File: src/rtl/hamming_err_logger.sv
// Hamming nibble error logger: classifies per-nibble syndromes during a hold period,
// logs one event per hold into a FWFT FIFO and keeps saturating statistics.
module hamming_err_logger #(
  parameter int WIDTH       = 64,
  parameter int BLOCKS      = WIDTH / 4,
  parameter int PARITY_BITS = BLOCKS * 3,
  parameter int DEPTH       = 4
) (
  input  logic                   clk,
  input  logic                   reset,
  input  logic                   enable,
  input  logic                   error_detected,
  input  logic [PARITY_BITS-1:0] syndrome,
  input  logic [WIDTH-1:0]       counter,
  input  logic                   clear_stats,
  output logic                   ev_valid,
  input  logic                   ev_ready,
  output logic [WIDTH-1:0]       ev_counter,
  output logic [BLOCKS-1:0]      ev_data_mask,
  output logic [BLOCKS-1:0]      ev_parity_mask,
  output logic [15:0]            event_count,
  output logic [15:0]            nibble_err_count,
  output logic                   overflow,
  output logic                   irq
);

  localparam int AW = (DEPTH > 1) ? $clog2(DEPTH) : 1;
  localparam logic [AW:0] FULL_OCC = (AW + 1)'(DEPTH);
  localparam logic [AW:0] PTR_ONE  = (AW + 1)'(1);

  typedef enum logic [1:0] {
    ARMED   = 2'd0,
    CAPTURE = 2'd1,
    PUSH    = 2'd2,
    LOCKED  = 2'd3
  } state_t;

  function automatic logic is_data_err(input logic [2:0] syn);
    case (syn)
      3'b011, 3'b101, 3'b110, 3'b111: is_data_err = 1'b1;
      default:                        is_data_err = 1'b0;
    endcase
  endfunction

  function automatic logic is_parity_err(input logic [2:0] syn);
    case (syn)
      3'b001, 3'b010, 3'b100: is_parity_err = 1'b1;
      default:                is_parity_err = 1'b0;
    endcase
  endfunction

  function automatic logic [15:0] popcount(input logic [BLOCKS-1:0] v);
    logic [15:0] cnt;
    cnt = 16'd0;
    for (int i = 0; i < BLOCKS; i++) begin
      cnt = cnt + 16'(v[i]);
    end
    popcount = cnt;
  endfunction

  state_t                 state_r, state_nxt_s;
  logic [PARITY_BITS-1:0] cap_syn_r;
  logic [WIDTH-1:0]       cap_cnt_r;
  logic [BLOCKS-1:0]      data_mask_s, parity_mask_s;
  logic [BLOCKS-1:0]      dmask_r, pmask_r;
  logic [WIDTH-1:0]       mem_cnt_r [DEPTH];
  logic [BLOCKS-1:0]      mem_dm_r  [DEPTH];
  logic [BLOCKS-1:0]      mem_pm_r  [DEPTH];
  logic [AW:0]            wr_ptr_r, rd_ptr_r, occ_s;
  logic                   push_s, pop_s, full_s, empty_s, wr_en_s, drop_s, arm_hit_s;
  logic [15:0]            event_count_r, nibble_err_count_r;
  logic [16:0]            nib_sum_s;
  logic                   overflow_r;

  // Per-nibble classification of the captured syndrome
  always_comb begin
    data_mask_s   = '0;
    parity_mask_s = '0;
    for (int i = 0; i < BLOCKS; i++) begin
      data_mask_s[i]   = is_data_err(cap_syn_r[i*3 +: 3]);
      parity_mask_s[i] = is_parity_err(cap_syn_r[i*3 +: 3]);
    end
  end

  assign arm_hit_s = !enable && error_detected;

  // FSM next-state logic
  always_comb begin
    state_nxt_s = state_r;
    case (state_r)
      ARMED: begin
        if (arm_hit_s) state_nxt_s = CAPTURE;
        else           state_nxt_s = ARMED;
      end
      CAPTURE: begin
        if ((data_mask_s == '0) && (parity_mask_s == '0)) state_nxt_s = LOCKED;
        else                                              state_nxt_s = PUSH;
      end
      PUSH:    state_nxt_s = LOCKED;
      LOCKED: begin
        // Stay locked for the rest of the hold period so only one event is logged
        if (enable || !error_detected) state_nxt_s = ARMED;
        else                           state_nxt_s = LOCKED;
      end
      default: state_nxt_s = ARMED;
    endcase
  end

  // FSM state register
  always_ff @(posedge clk or posedge reset) begin
    if (reset) state_r <= ARMED;
    else       state_r <= state_nxt_s;
  end

  // Capture registers: snapshot on arming, masks latched at the end of CAPTURE
  always_ff @(posedge clk or posedge reset) begin
    if (reset) begin
      cap_syn_r <= '0;
      cap_cnt_r <= '0;
      dmask_r   <= '0;
      pmask_r   <= '0;
    end else begin
      if (state_r == ARMED && arm_hit_s) begin
        cap_syn_r <= syndrome;
        cap_cnt_r <= counter;
      end
      if (state_r == CAPTURE) begin
        dmask_r <= data_mask_s;
        pmask_r <= parity_mask_s;
      end
    end
  end

  assign push_s   = (state_r == PUSH);
  assign occ_s    = wr_ptr_r - rd_ptr_r;
  assign full_s   = (occ_s == FULL_OCC);
  assign empty_s  = (occ_s == '0);
  assign pop_s    = !empty_s && ev_ready;
  // A pop in the same cycle frees the slot, so a full FIFO still accepts
  assign wr_en_s  = push_s && (!full_s || pop_s);
  assign drop_s   = push_s && full_s && !pop_s;

  // Event FIFO storage and pointers
  always_ff @(posedge clk or posedge reset) begin
    if (reset) begin
      wr_ptr_r <= '0;
      rd_ptr_r <= '0;
      for (int i = 0; i < DEPTH; i++) begin
        mem_cnt_r[i] <= '0;
        mem_dm_r[i]  <= '0;
        mem_pm_r[i]  <= '0;
      end
    end else begin
      if (wr_en_s) begin
        mem_cnt_r[wr_ptr_r[AW-1:0]] <= cap_cnt_r;
        mem_dm_r[wr_ptr_r[AW-1:0]]  <= dmask_r;
        mem_pm_r[wr_ptr_r[AW-1:0]]  <= pmask_r;
        wr_ptr_r                    <= wr_ptr_r + PTR_ONE;
      end
      if (pop_s) begin
        rd_ptr_r <= rd_ptr_r + PTR_ONE;
      end
    end
  end

  assign nib_sum_s = {1'b0, nibble_err_count_r} + {1'b0, popcount(dmask_r | pmask_r)};

  // Saturating statistics and sticky overflow; clear_stats has priority
  always_ff @(posedge clk or posedge reset) begin
    if (reset) begin
      event_count_r      <= 16'd0;
      nibble_err_count_r <= 16'd0;
      overflow_r         <= 1'b0;
    end else if (clear_stats) begin
      event_count_r      <= 16'd0;
      nibble_err_count_r <= 16'd0;
      overflow_r         <= 1'b0;
    end else begin
      if (push_s) begin
        event_count_r      <= (event_count_r == 16'hFFFF) ? 16'hFFFF : event_count_r + 16'd1;
        nibble_err_count_r <= nib_sum_s[16] ? 16'hFFFF : nib_sum_s[15:0];
      end
      if (drop_s) begin
        overflow_r <= 1'b1;
      end
    end
  end

  assign ev_valid         = !empty_s;
  assign ev_counter       = mem_cnt_r[rd_ptr_r[AW-1:0]];
  assign ev_data_mask     = mem_dm_r[rd_ptr_r[AW-1:0]];
  assign ev_parity_mask   = mem_pm_r[rd_ptr_r[AW-1:0]];
  assign event_count      = event_count_r;
  assign nibble_err_count = nibble_err_count_r;
  assign overflow         = overflow_r;
  assign irq              = !empty_s || overflow_r;

endmodule
File: config.mk
export PLATFORM = sky130hd
export DESIGN_NAME = hamming_err_logger
export DESIGN_NICKNAME = d
export VERILOG_FILES = /design/src/rtl/hamming_err_logger.sv
export SDC_FILE = /design/constraint.sdc
export NUM_CORES = 1
export LEC_CHECK = 0
export CORE_MARGIN = 3
export CORE_UTILIZATION = 57
export CTS_BUF_LIST = sky130_fd_sc_hd__clkbuf_4 sky130_fd_sc_hd__clkbuf_8 sky130_fd_sc_hd__clkbuf_16
export DETAILED_ROUTE_END_ITERATION = 8
export GPL_TIMING_DRIVEN = 0
export PLACE_DENSITY = 0.88
export SYNTH_ARGS = -nofsm -noshare
export SYNTH_HDL_FRONTEND = slang
export SYNTH_SLANG_ARGS = --single-unit
File: constraint.sdc
create_clock -name clk -period 27.3 [get_ports clk]
set_input_delay 6.825 -clock clk [delete_from_list [all_inputs] [get_ports clk]]
set_output_delay 6.825 -clock clk [all_outputs]
set_load 0.02 [all_outputs]
==> implementation parameters <==
Parameter                              Value

Finish
  Diodes inserted    0
  Area of all placed cells without fillers    0.0306 mm^2
  Share of layout cells above drive strength 1    0.303
  Seq. cell area    between 0.01 and 0.015 mm^2
  Area Overhead vs Synth    21.0%
  Layout fillers    roughly 2800
  Multi-input gate area in the final layout    0.0104 mm^2
  Total Nets Final    about 2200

Floorplanning
  Die width    roughly 220 um
  Die Outline Area    ~0.047 mm^2
  Boundary Pins    249
  Die boundary height    roughly 220 um
  Rows    between 70 and 80
  Core Region    approximately 0.043 mm^2
  Starting Density    0.582

Global routing
  Maximum number of pins on one net before global-route repair    140
  Wire length of the first global-routing pass    95400 um
  Met1 GRT Util    0.343
  Number of global-route vias before repair    around 17000
  Most Used Layer, Global Route    met2
  Total routing usage reported by global routing    0.259
  Number of antenna violations at the first check in global routing    0
  Met2 usage in global routing    0.439
  Global Route met3 Usage    0.0432
  Overflow left after global routing    0

Place
  Total cell area at the placement stage    roughly 0.029 mm^2
  Count of buffers inserted at the top-level ports    between 200 and 250
  Dpl ws    16740 ps
  Final GP Congestion    0.890
  HPWL after DPL    roughly 41000 um

Clocking
  Maximum count of clock buffers along a single path    3
  Number of sinks on the clock net    between 500 and 600
  Clock Latency Late Sink    roughly 600 ps
  Postcts setup bufs    0
  CTS H-tree depth    2
  Clock tree from TritonCTS    yes
  Post-CTS resize count    0
  # hold bufs at CTS    0
  Worst-path clk slew    around 60 ps
  Cell at the root of the clock tree    clkbuf_16
  CTS Buf Count    57

Status
  Result of the run    completed

Hold path
  Hold WC Path Type    reg -> reg
  Min-Delay Path Depth    1

Synthesis
  Yosys warnings    0
  Synth Area in Adders    0.0178
  Mean instance size in the synthesized netlist    around 15 um^2
  FF+latch count, synth    ~570
  Net count after synthesis    between 1500 and 2000
  Post-synthesis cell count    approximately 1700
  Largest family of logic cells by synthesized area    multiplexers
  Primary FF master, synth    dfrtp_1
  Synthesized-area fraction occupied by xor and xnor cells    0.0125
  Fraction of the mapped netlist area in compound gates    0.0393
  Post-Synthesis Cell Area    ~0.025 mm^2
  Sequential cell area fraction in the yosys report    0.563
  Number of synthesized flops with an enable pin    0
  FFs w/ async S/R, synth    1.00
  Post-synthesis simple-gate area fraction    0.0356
  Cell variety after synth    57
  Portion of netlist area occupied by mux cells    0.307

Routing
  Average routed wire per standard cell    between 20 and 25 um
  Count of antenna-violating nets left after detailed routing    0
  Drc violations    0
  Routed via count    ~16000
  Initial DRT Pass Iterations    5
  Vias per cell    5.98
  Initial drt markers    approximately 1100
  Detailed Route WL    between 50000 and 60000 um

Timing
  Smallest setup slack after layout    16190 ps
  Final Max Slew Viols    0
  Number of hold violations in the final report    0
  Worst-Margin Slew    between 900 and 1000 ps
  Max-slew headroom at the worst pin    0.338
  Post-layout minimum cycle time    approximately 11000 ps
  Achievable Freq    between 0.08 and 0.09 GHz
  Share of the clock period used by the worst path after layout    0.407
  Final Setup Violations    0
  Setup TNS    0 ps
  Setup repair after global routing missed its margin    false
  Worst clock skew    approximately 27 ps

Setup path
  Worst-path fanout max    10
  Critical path capture point type    output port
  Sort of element at the start of the critical path    flip-flop
  CP required    roughly 20000 ps
  Critical path start-end classification    reg -> out
  Number of cells on the worst reg-to-reg path    12
  CP Data Arrival Time    between 4000 and 5000 ps

Pwr
  Leakage power figure    roughly 13 nW
  Power Density    roughly 140 mW/mm^2
  Worst vdd ir    0.100 mV
  Design Power    ~0.0044 W

Flow run
  Max capacitance violation total    0
-- report_power, final --
part	internal, W	switching (W)
registers	0.00123	0.000300
clock network	0.000482	0.000326
logic	0.00108	0.00101
total	0.00279	0.00163
-- cells in the mapped netlist, drive strengths merged (9+ instances only) --
library cell  instances  area (um^2)
dfrtp               569        14200
mux2                497         5600
mux4                 96         2160
nor2                 61          229
buf                  59          394
a21oi                46          230
nand2                44          175
clkbuf               42          158
xnor2                34          298
o21ai                29          145
inv                  26         97.6
ha                   16          200
o31ai                16          120
nand3                15         75.1
a31oi                12         90.1
fa                   12          240
or2                  11         68.8
and3                 10         62.6
a211oi                9         67.6
nor3                  9         45.0
-- cells by family (layout without fill, tap and decap cells) --
family | Yosys count | after routing
mux | 593 | 593
buf+inv | 127 | 483
xor+xnor | 36 | 36
simple gates | 186 | 186
compound gates | 153 | 153
flops | 569 | 569
fa+ha+maj | 29 | 29
-- stage by stage --
| step | util | instances | hold slack [ps] |
|---|---|---|---|
| CTS | 0.704 | 2634 | 488 |
| detailed placement | 0.659 | 2530 | 475 |
| global placement | 0.656 | 2526 | 468 |
| floorplan | - | 1693 | 459 |
| finish | 0.704 | 2634 | 485 |
| global route | 0.704 | 2634 | 493 |
-- worst paths after layout --
check                           slack (ps)     startpoint                    to
worst max-delay path                 16190    rd_ptr_r[1]                   irq
worst min-delay path                   480  mem_cnt_r[68]         mem_cnt_r[68]
worst max register to register       22050     pmask_r[0]  nibble_err_count[15]
worst min register to register         480  mem_cnt_r[68]         mem_cnt_r[68]
max in group asynchronous            19050          reset         cap_cnt_r[55]
min in group asynchronous             6700          reset        event_count[6]
-- final cells by class --
class | count | area share
Sequential cell | 569 | 0.465
Multi-Input combinational cell | 997 | 0.340
Timing Repair Buffer | 252 | 0.0847
Clock buffer | 84 | 0.0574
Tap cell | 585 | 0.0239
Buffer | 101 | 0.0180
Clock inverter | 20 | 0.00695
Inverter | 26 | 0.00343
-- registers in the layout (all words and copies together), names as in the netlist --
name              count
rd_ptr_r              3
nibble_err_count     16
overflow              1
pmask_r              16
mem_cnt_r           256
cap_cnt_r            64
cap_syn_r            48
mem_dm_r             64
mem_pm_r             64
dmask_r              16
wr_ptr_r              3
state_r               2
event_count          16
-- metal layers --
| layer | up-vias | routed length, um | share of wire |
|---|---|---|---|
| met5 | - | 0 | 0 |
| met3 | 138 | 3410 | 0.057 |
| met2 | 523 | 29900 | 0.50 |
| met4 | 0 | 2020 | 0.034 |
| met1 | 8254 | 24400 | 0.41 |
| li1 | 6849 | - | - |
-- placed cells by master, fill, tap and decap left out, types with 28 or more instances in the layout --
cell and n:
mux2_1 150, o21ai_0 28, clkbuf_1 42, xnor2_1 34
nor2_1 61, clkbuf_16 59, clkdlybuf4s50_1 248, nand2_1 40
mux2_2 347, dfrtp_1 569, buf_2 33, mux4_2 96
a21oi_1 46
-- worst max-delay path, stage by stage (launching register included) --
cell             delay [ps]
dfrtp_1                 340
clkbuf_1                460
clkbuf_1                640
buf_1                   560
inv_1                   120
ha_1                    220
nor2b_1                 140
xnor2_1                 130
nand3_1                 170
or2_2                   310
clkdlybuf4s50_1         590
(Power assumes the default switching activity.)
